==> src/rtl/seg7_scan_driver_if.sv <==
// Load channel for the 7-segment scan driver: hex word, dp and blank masks.
// master drives s_valid/s_data/s_dp/s_blank, slave returns s_ready.
interface seg7_scan_driver_if;
    logic        s_valid;
    logic        s_ready;
    logic [15:0] s_data;
    logic [3:0]  s_dp;
    logic [3:0]  s_blank;

    modport master (
        output s_valid, s_data, s_dp, s_blank,
        input  s_ready
    );

    modport slave (
        input  s_valid, s_data, s_dp, s_blank,
        output s_ready
    );
endinterface

==> src/rtl/seg7_scan_driver.sv <==
// 4-digit common-anode 7-segment scan driver with guard gaps and a frame-synced load buffer.
// Ports: aclk, aresetn (sync, active low), s (load channel slave), dig[3:0], seg[7:0] (active low).
// Optional: define SEG7_LEADING_ZERO_BLANK_EN to dark leading zero digits.
module seg7_scan_driver #(
    parameter int REFRESH_DIV = 50000,
    parameter int GUARD_CYC   = 50
) (
    input  logic                aclk,
    input  logic                aresetn,
    seg7_scan_driver_if.slave   s,
    output logic [3:0]          dig,
    output logic [7:0]          seg
);
    localparam int CW = $clog2(REFRESH_DIV > GUARD_CYC ? REFRESH_DIV : GUARD_CYC);
    localparam logic [CW-1:0] SHOW_LAST  = CW'(REFRESH_DIV - 1);
    localparam logic [CW-1:0] GUARD_LAST = CW'(GUARD_CYC - 1);

    typedef enum logic {GUARD = 1'b0, SHOW = 1'b1} state_t;

    state_t        state, nxt_state;
    logic [CW-1:0] cnt, nxt_cnt;
    logic [1:0]    idx, nxt_idx;
    logic [15:0]   data_q, nxt_data;
    logic [3:0]    dp_q, nxt_dp;
    logic [3:0]    blank_q, nxt_blank;
    logic [15:0]   pend_data;
    logic [3:0]    pend_dp;
    logic [3:0]    pend_blank;
    logic          pend_full, nxt_pend_full;
    logic          accept, boundary, lz;
    logic [3:0]    nib;
    logic [3:0]    nxt_dig;
    logic [7:0]    nxt_seg;

    function automatic logic [6:0] hex7(input logic [3:0] n);
        logic [6:0] r;
        r = 7'h7F;
        case (n)
            4'h0: r = 7'h40;
            4'h1: r = 7'h79;
            4'h2: r = 7'h24;
            4'h3: r = 7'h30;
            4'h4: r = 7'h19;
            4'h5: r = 7'h12;
            4'h6: r = 7'h02;
            4'h7: r = 7'h78;
            4'h8: r = 7'h00;
            4'h9: r = 7'h10;
            4'hA: r = 7'h08;
            4'hB: r = 7'h03;
            4'hC: r = 7'h46;
            4'hD: r = 7'h21;
            4'hE: r = 7'h06;
            4'hF: r = 7'h0E;
            default: r = 7'h7F;
        endcase
        return r;
    endfunction

    assign accept = s.s_valid & s.s_ready;

    // Outputs are registered from next-state values so dig/seg always
    // match the state register they are presented alongside.
    always_comb begin
        nxt_state = state;
        nxt_cnt   = cnt + 1'b1;
        nxt_idx   = idx;
        boundary  = 1'b0;
        unique case (state)
            SHOW: begin
                if (cnt == SHOW_LAST) begin
                    nxt_state = GUARD;
                    nxt_cnt   = '0;
                end
            end
            GUARD: begin
                if (cnt == GUARD_LAST) begin
                    nxt_state = SHOW;
                    nxt_cnt   = '0;
                    nxt_idx   = idx + 2'd1;
                    boundary  = (idx == 2'd3);
                end
            end
        endcase

        // Display regs only change at a frame boundary: no tearing.
        nxt_data  = data_q;
        nxt_dp    = dp_q;
        nxt_blank = blank_q;
        if (boundary && pend_full) begin
            nxt_data  = pend_data;
            nxt_dp    = pend_dp;
            nxt_blank = pend_blank;
        end
        // accept needs !pend_full, so it never coincides with a drain.
        nxt_pend_full = accept | (pend_full & ~boundary);

        nib = nxt_data[{~nxt_idx, 2'b00} +: 4];
        lz  = 1'b0;
`ifdef SEG7_LEADING_ZERO_BLANK_EN
        lz = (nxt_idx != 2'd3);
        for (int i = 0; i < 3; i++) begin
            if (i <= int'(nxt_idx) && nxt_data[15-4*i -: 4] != 4'h0)
                lz = 1'b0;
        end
`endif

        nxt_dig = 4'hF;
        nxt_seg = 8'hFF;
        if (nxt_state == SHOW) begin
            nxt_dig = ~(4'b0001 << nxt_idx);
            if (!nxt_blank[nxt_idx])
                nxt_seg = {~nxt_dp[nxt_idx], lz ? 7'h7F : hex7(nib)};
        end
    end

    always_ff @(posedge aclk) begin
        if (!aresetn) begin
            state      <= GUARD;
            cnt        <= '0;
            idx        <= 2'd3;
            data_q     <= '0;
            dp_q       <= '0;
            blank_q    <= 4'hF;
            pend_full  <= 1'b0;
            pend_data  <= '0;
            pend_dp    <= '0;
            pend_blank <= '0;
            s.s_ready  <= 1'b1;
            dig        <= 4'hF;
            seg        <= 8'hFF;
        end else begin
            state     <= nxt_state;
            cnt       <= nxt_cnt;
            idx       <= nxt_idx;
            data_q    <= nxt_data;
            dp_q      <= nxt_dp;
            blank_q   <= nxt_blank;
            pend_full <= nxt_pend_full;
            if (accept) begin
                pend_data  <= s.s_data;
                pend_dp    <= s.s_dp;
                pend_blank <= s.s_blank;
            end
            s.s_ready <= ~nxt_pend_full;
            dig       <= nxt_dig;
            seg       <= nxt_seg;
        end
    end
endmodule

==> src/flat_wrapper.sv <==
// flat-port wrapper written by rule: the top's interface ports become plain ports
module seg7_scan_driver_flat 
#(
    parameter int REFRESH_DIV = 50000,
    parameter int GUARD_CYC   = 50
)
  (aclk, aresetn, dig, seg, s_s_valid, s_s_data, s_s_dp, s_s_blank, s_s_ready);
  seg7_scan_driver_if s_i ();
  input  logic aclk;
  input  logic aresetn;
  output logic [3:0] dig;
  output logic [7:0] seg;
  input wire logic [$bits(s_i.s_valid)-1:0] s_s_valid;
  input wire logic [$bits(s_i.s_data)-1:0] s_s_data;
  input wire logic [$bits(s_i.s_dp)-1:0] s_s_dp;
  input wire logic [$bits(s_i.s_blank)-1:0] s_s_blank;
  output wire logic [$bits(s_i.s_ready)-1:0] s_s_ready;
  assign s_i.s_valid = s_s_valid;
  assign s_i.s_data = s_s_data;
  assign s_i.s_dp = s_s_dp;
  assign s_i.s_blank = s_s_blank;
  assign s_s_ready = s_i.s_ready;
  seg7_scan_driver #(.REFRESH_DIV(REFRESH_DIV), .GUARD_CYC(GUARD_CYC)) u_core (.aclk(aclk), .aresetn(aresetn), .s(s_i), .dig(dig), .seg(seg));
endmodule
==> config.mk <==
export PLATFORM = sky130hd
export DESIGN_NAME = seg7_scan_driver_flat
export DESIGN_NICKNAME = d
export VERILOG_FILES = /design/src/rtl/seg7_scan_driver_if.sv /design/src/rtl/seg7_scan_driver.sv /design/src/flat_wrapper.sv
export SDC_FILE = /design/constraint.sdc
export NUM_CORES = 1
export LEC_CHECK = 0
export ABC_AREA = 1
export CORE_UTILIZATION = 30
export DETAILED_ROUTE_END_ITERATION = 16
export PLACE_DENSITY_LB_ADDON = 0.12
export SYNTH_ARGS = -nofsm -noshare
export SYNTH_HDL_FRONTEND = slang
export SYNTH_SLANG_ARGS = --single-unit
==> constraint.sdc <==
create_clock -name aclk -period 2.71 [get_ports aclk]
set_input_delay 0.542 -clock aclk [delete_from_list [all_inputs] [get_ports aclk]]
set_output_delay 0.542 -clock aclk [all_outputs]
set_load 0.1 [all_outputs]
-- After elaboration in Yosys (flattened, before gate mapping)
Memory sizes are Yosys's and may differ from the RTL's. A register that Yosys moved wholly into a read port is not among the register bits.
Cells that the tools add are included.
- bits in registers: 81
- ROM bits: 112
- logic and storage cells: 53
- output and inout port bits: 13
- input port bits: 27
- memories: 1
- memory list (name ; words ; width ; read ports ; clocked after Yosys merged registers in ; wr ports ; line ; source):
    (no name shown) ; 16 ; 7 ; 1 ; 1 ; 0 ; seg7_scan_driver.sv:38 ; case (n)
- magnitude comparators: 1
- shift operators: 2
- reductions and logical operators: 3
- equal/unequal tests: 3
- add/subtract/negate cells: 2
- multiplexer cells: 17
- bitwise gates (word level): 11
- operators by type and width (cell ; count):
    two-way mux 16 bit ; 3
    case mux 16 bit (2 select lines) ; 1
    adder 16 x 1 -> 16 bit (second input constant) ; 1
    == test 16 bit (second input constant) ; 1
    == test 16 x 6 -> 1 bit (second input constant) ; 1
    indexed part select 16 x 5 -> 4 bit ; 1
    two-way mux 4 bit ; 2
    two-way mux 1 bit ; 6
    inverter 1 bit ; 6
    binary-select mux 1 bit (select 2 bit) ; 2
    two-way mux 2 bit ; 2
    inverter 4 bit ; 1
    left shift 1 x 2 -> 4 bit (first input constant) ; 1
    < comparator 2 x 3 -> 1 bit (second input constant) ; 1
    OR reduction 3 bit ; 1
    adder 2 x 1 -> 2 bit (second input constant) ; 1
    bitwise AND 1 bit ; 2
    == test 2 bit (second input constant) ; 1
    inverter 2 bit ; 1
    case mux 1 bit (2 select lines) ; 1
    AND reduction 2 bit ; 1
    logical AND 1 bit ; 1
    OR 1 bit ; 1

-- Longest topological paths before layout
- depth after elaboration: 8
- mapped depth: 19
- gate-level depth less buffers: 19

-- Worst setup path before layout
Ideal clock, no wire load.
- path kind: register to register
- start point: register u_core.idx[0]
- end point: register u_core.seg[3]
- clock period less this slack: 2269 ps
- path buffers: 2
- stages on the path, launching flop included: 20
- data required time: 2593 ps
- setup slack: 441 ps
- arrival time: 2152 ps
- setup time: 117 ps
- path through: dfxtp_1 -> ha_1 -> inv_1 -> nor2_2 -> buf_2 -> inv_2 -> nor2_4 -> nand2_4 -> buf_6 -> nand2_2 -> nand2_1 -> nand2_1 -> nand2_2 -> nor2_4 -> inv_2 -> ha_1 -> nand3_1 -> nand3_1 -> nand2_1 -> nand2_1
- cells in the longest elaborated chain, start to end: 8
- elaborated cells between the ends (all ways): 14
- those cells by class: add/sub: 1; eq/ne: 1; shift: 1; mux: 8; bitwise: 1; reduce/logical: 2
- ends and longest elaborated chain (what ; line ; source):
    from (decl) ; seg7_scan_driver.sv:22 ; logic [1:0] idx, nxt_idx;
    from (signal assigned) ; seg7_scan_driver.sv:135 ; idx <= nxt_idx;
    parallel branches: the longest is 8 deep, another holds adder 2 x 1 -> 2 bit ; n/a ;
    to (decl) ; seg7_scan_driver.sv:12 ; output logic [7:0] seg
Several ways; the timed one is not identified. The select of a mux whose other input is x is not followed.
A chain may end at the register's enable or synchronous reset.

-- Worst setup path after layout
- start point: register u_core.cnt[0]
- end point: register u_core.seg[3]
- cells in the longest elaborated chain, start to end: 8
- elaborated cells between the ends (all ways): 18
- those cells by class: eq/ne: 2; shift: 1; mux: 11; bitwise: 2; reduce/logical: 2
- ends and longest elaborated chain (what ; line ; source):
    from (decl) ; seg7_scan_driver.sv:21 ; logic [CW-1:0] cnt, nxt_cnt;
    from (signal assigned) ; seg7_scan_driver.sv:134 ; cnt <= nxt_cnt;
    parallel branches: the longest is 8 deep, another holds == test 16 x 6 -> 1 bit ; n/a ;
Several ways; the timed one is not identified. The select of a mux whose other input is x is not followed.

==> flow_summary.ini <==
[route]
drt-wirelength-per-cell_um = 11.37
detail_route.iter0.violations = 116
ant_nets = 0
totalWireLength_mm = 8.197
vias_per_cell = 4.341
routed-via-count = 3130
drt_pre_antenna_iters = 4
drt_drc_violations_left = 0

[worst_setup_path]
r2r_slack_ns = 0.30
timing.critical_path.arrival_ns = 2.63
reg2regPathDepth = 17
timing.critical_path.to_type = flip-flop
timing.setup.critical_path_class = reg -> reg
timing.critical_path.required_ns = 2.93
r2r-end = u_core.seg[3]$_SDFF_PP1_
worstReg2RegStart = u_core.cnt[0]$_SDFF_PN0_
worst_setup_path_start_kind = flip-flop
cp_max_fo = 15

[die]
placement_rows = 40
start_util_pct = 31.30
floorplan.die.height_um = 114.9
coreArea_sq_mm = 0.01221
fp.dieArea_sq_mm = 0.01320
ios = 40
floorplan.die.width_um = 114.9

[run_status]
status = finished, final reports clean

[job]
drv_cap = 0

[layout]
instances_no_fill = 721
layout.filler_cells = 1333
layout-drive-gt1-share_pct = 16.64
layout_area_overhead_pct = 21.80
final_nets = 584
antenna_cells_inserted = 0

[power]
p_leak_nw = 2.002
irDropWorstVdd_uv = 231.1
power.density_cell_area_mw_per_mm2 = 556.8

[grt]
grt_pass1_vias = 2966
grt_antenna_before_repair = 0
grt_max_degree = 37
gr-total-overflow = 0
globalRouteTotalUtil_pct = 13.73
first_pass_grt_wire_length_mm = 14.16

[clock_tree]
cts_inserted_buffers = 9
max-clock-path-buffers = 2
cts_num_sinks = 81
post_cts_hold_buffer_count = 0
post_cts.resized_instances = 0
clk_pin_slew_worst_paths_ns = 0.06
clock_latency_on_the_worst_skew_pair_ns = 0.34
post-cts-setup-buffers = 0
cts_tree = yes
cts.root.buffer_cell = clkbuf_16
h_tree_depth_reported_by_cts = 3

[sta]
slew-limit-headroom_pct = 42.40
setup-violations-final = 0
crit_share_post_route_pct = 88.85
grt_setup_unrepaired = false
worst-slew-pin-transition_ns = 0.8505
finalMaxSlewViolations = 0
timing.clock.skew_ns = 0.007449
period_needed_ns = 2.408
totalNegativeSetupSlack_ns = 0
finalHoldViolations = 0
timing.fmax_mhz = 415.3

[logic_synthesis]
synthesis.area_sq_mm = 0.003822
synth_cell_types = 35
synth_seq_cells = 81
synth_area_per_cell_sq_um = 7.554
netlist.area_leader.share_pct = 42.42
synthesis.nets = 542
yosys_warnings = 0
post_synth_inst_count = 506
synth.yosys.seq_area_share_pct = 42.42
synth_top_area_cell = dfxtp_1
synth.area.top_cells = dfxtp_1, nand2_1, nor2_1

[placement]
dp_cells = 705
gp_routability_congestion = 0.7853
dp.final_hpwl_mm = 6.267
buffer_ports.inserted = 39

[min_path]
hold_depth = 2
hold_path.class = reg -> reg
whs_endpoint = u_core.pend_data[11]$_SDFFE_PN0P_
min_from = u_core.pend_data[11]$_SDFFE_PN0P_
[routing by layer]
metal	GRT usage [%]	up-vias	wire length, um
li1	-	1694	-
met1	18.33	1354	4190
met2	20.80	69	3406
met3	3.005	13	406
met4	7.013	0	195
met5	0	-	0
[stage by stage]
step | power, mW | utilization [%] | hold WS [ns] | instance area [sq um] | setup slack, ns
floorplan | 1.361 | - | 0.4245 | 3822 | 0.4410
global placement | 1.430 | 35.76 | 0.4483 | 4367 | 0.3094
detailed placement | 1.433 | 35.76 | 0.4553 | 4367 | 0.2765
CTS | 2.640 | 38.13 | 0.4637 | 4656 | 0.2664
global route | 2.722 | 38.13 | 0.4777 | 4656 | 0.04473
finish | 2.592 | 38.13 | 0.4622 | 4656 | 0.3020
[layout make-up]
type,instances,area (sq um),share of cell area (%)
multi-input cells,352,1907,40.96
flip-flops and latches,81,1622,34.83
repair buffers,46,410.4,8.815
clock buffers,11,232.7,4.999
inverters,58,217.7,4.676
well taps,168,210.2,4.515
clock inverters,5,56.30,1.209
[registers in the layout, indices dropped and copies added (netlist names)]
name               flops
u_core.idx             2
u_core.dig             4
u_core.state           1
u_core.pend_blank      4
u_core.s.s_ready       1
u_core.dp_q            4
u_core.pend_dp         4
u_core.pend_full       1
u_core.seg             8
u_core.pend_data      16
u_core.data_q         16
u_core.cnt            16
u_core.blank_q         4
[worst max-delay path by stage]
stage	slack [ns]	from	to
global route	0.04	u_core.cnt[0]$_SDFF_PN0_	u_core.seg[5]$_SDFF_PP1_
global placement	0.31	u_core.cnt[0]$_SDFF_PN0_	u_core.seg[3]$_SDFF_PP1_
detailed placement	0.28	u_core.cnt[0]$_SDFF_PN0_	u_core.seg[3]$_SDFF_PP1_
CTS	0.27	u_core.cnt[0]$_SDFF_PN0_	u_core.seg[3]$_SDFF_PP1_
finish	0.30	u_core.cnt[0]$_SDFF_PN0_	u_core.seg[3]$_SDFF_PP1_
floorplan	0.44	u_core.idx[0]$_SDFF_PN1_	u_core.seg[3]$_SDFF_PP1_
[logic make-up after synthesis]
kind of cell | count (synthesis) | share of synthesized area (%)
adders and majority gates | 9 | 2.946
AOI/OAI and AO/OA | 55 | 7.725
and+or+nand+nor | 275 | 36.10
muxes | 4 | 1.048
xor gates and xnor gates | 9 | 2.062
DFF | 81 | 42.42
buffers and inverters | 73 | 7.692
[cell usage in the layout, fill, tap and decap left out, drive strengths merged]
master           n
nor3             6
and3             8
clkdlybuf4s50   26
buf             20
bufinv           1
nand4           15
nor3b            1
ha               9
mux2i            4
o311ai           1
clkinvlp         1
xor2             7
nor2            85
dfxtp           81
a21oi           20
nor4             1
clkbuf          11
clkinv           4
inv             57
nand3           29
nand2          128
or2              2
o211ai           1
o21a             1
o21ai           32
xnor2            2
[Yosys cell counts, drive strengths merged]
cell type,number
o311ai,1
a21oi,20
xnor2,2
nor3,6
inv,57
nand2,128
nor4,1
nand3,29
mux2i,4
o21ai,32
clkbuf,9
clkinv,1
buf,6
nor2,85
dfxtp,81
xor2,7
o21a,1
nor3b,1
and3,8
or2,2
o211ai,1
ha,9
nand4,15
[power by group]
| group | internal, mW | switching (mW) | leakage, nW |
|---|---|---|---|
| combinational | 0.0700 | 0.0879 | 1.20 |
| sequential | 1.23 | 0.0179 | 0.660 |
| clock | 0.712 | 0.477 | 0.139 |
[worst max-delay path, stage by stage (launching register included)]
cell and delay, ns:
dfxtp_1 0.37, ha_1 0.20, nand2_1 0.10, nor2_4 0.17, nand2_2 0.08, nor2_4 0.10, nand2_4 0.14, nand2_1 0.09
o21ai_0 0.10, nand2_1 0.10, nand2_2 0.06, nor2_4 0.18, inv_2 0.07, ha_1 0.20, nand3_1 0.13, nand3_1 0.09
nand2_1 0.06, nand2_1 0.05
Power figures use the tool's default switching activity.
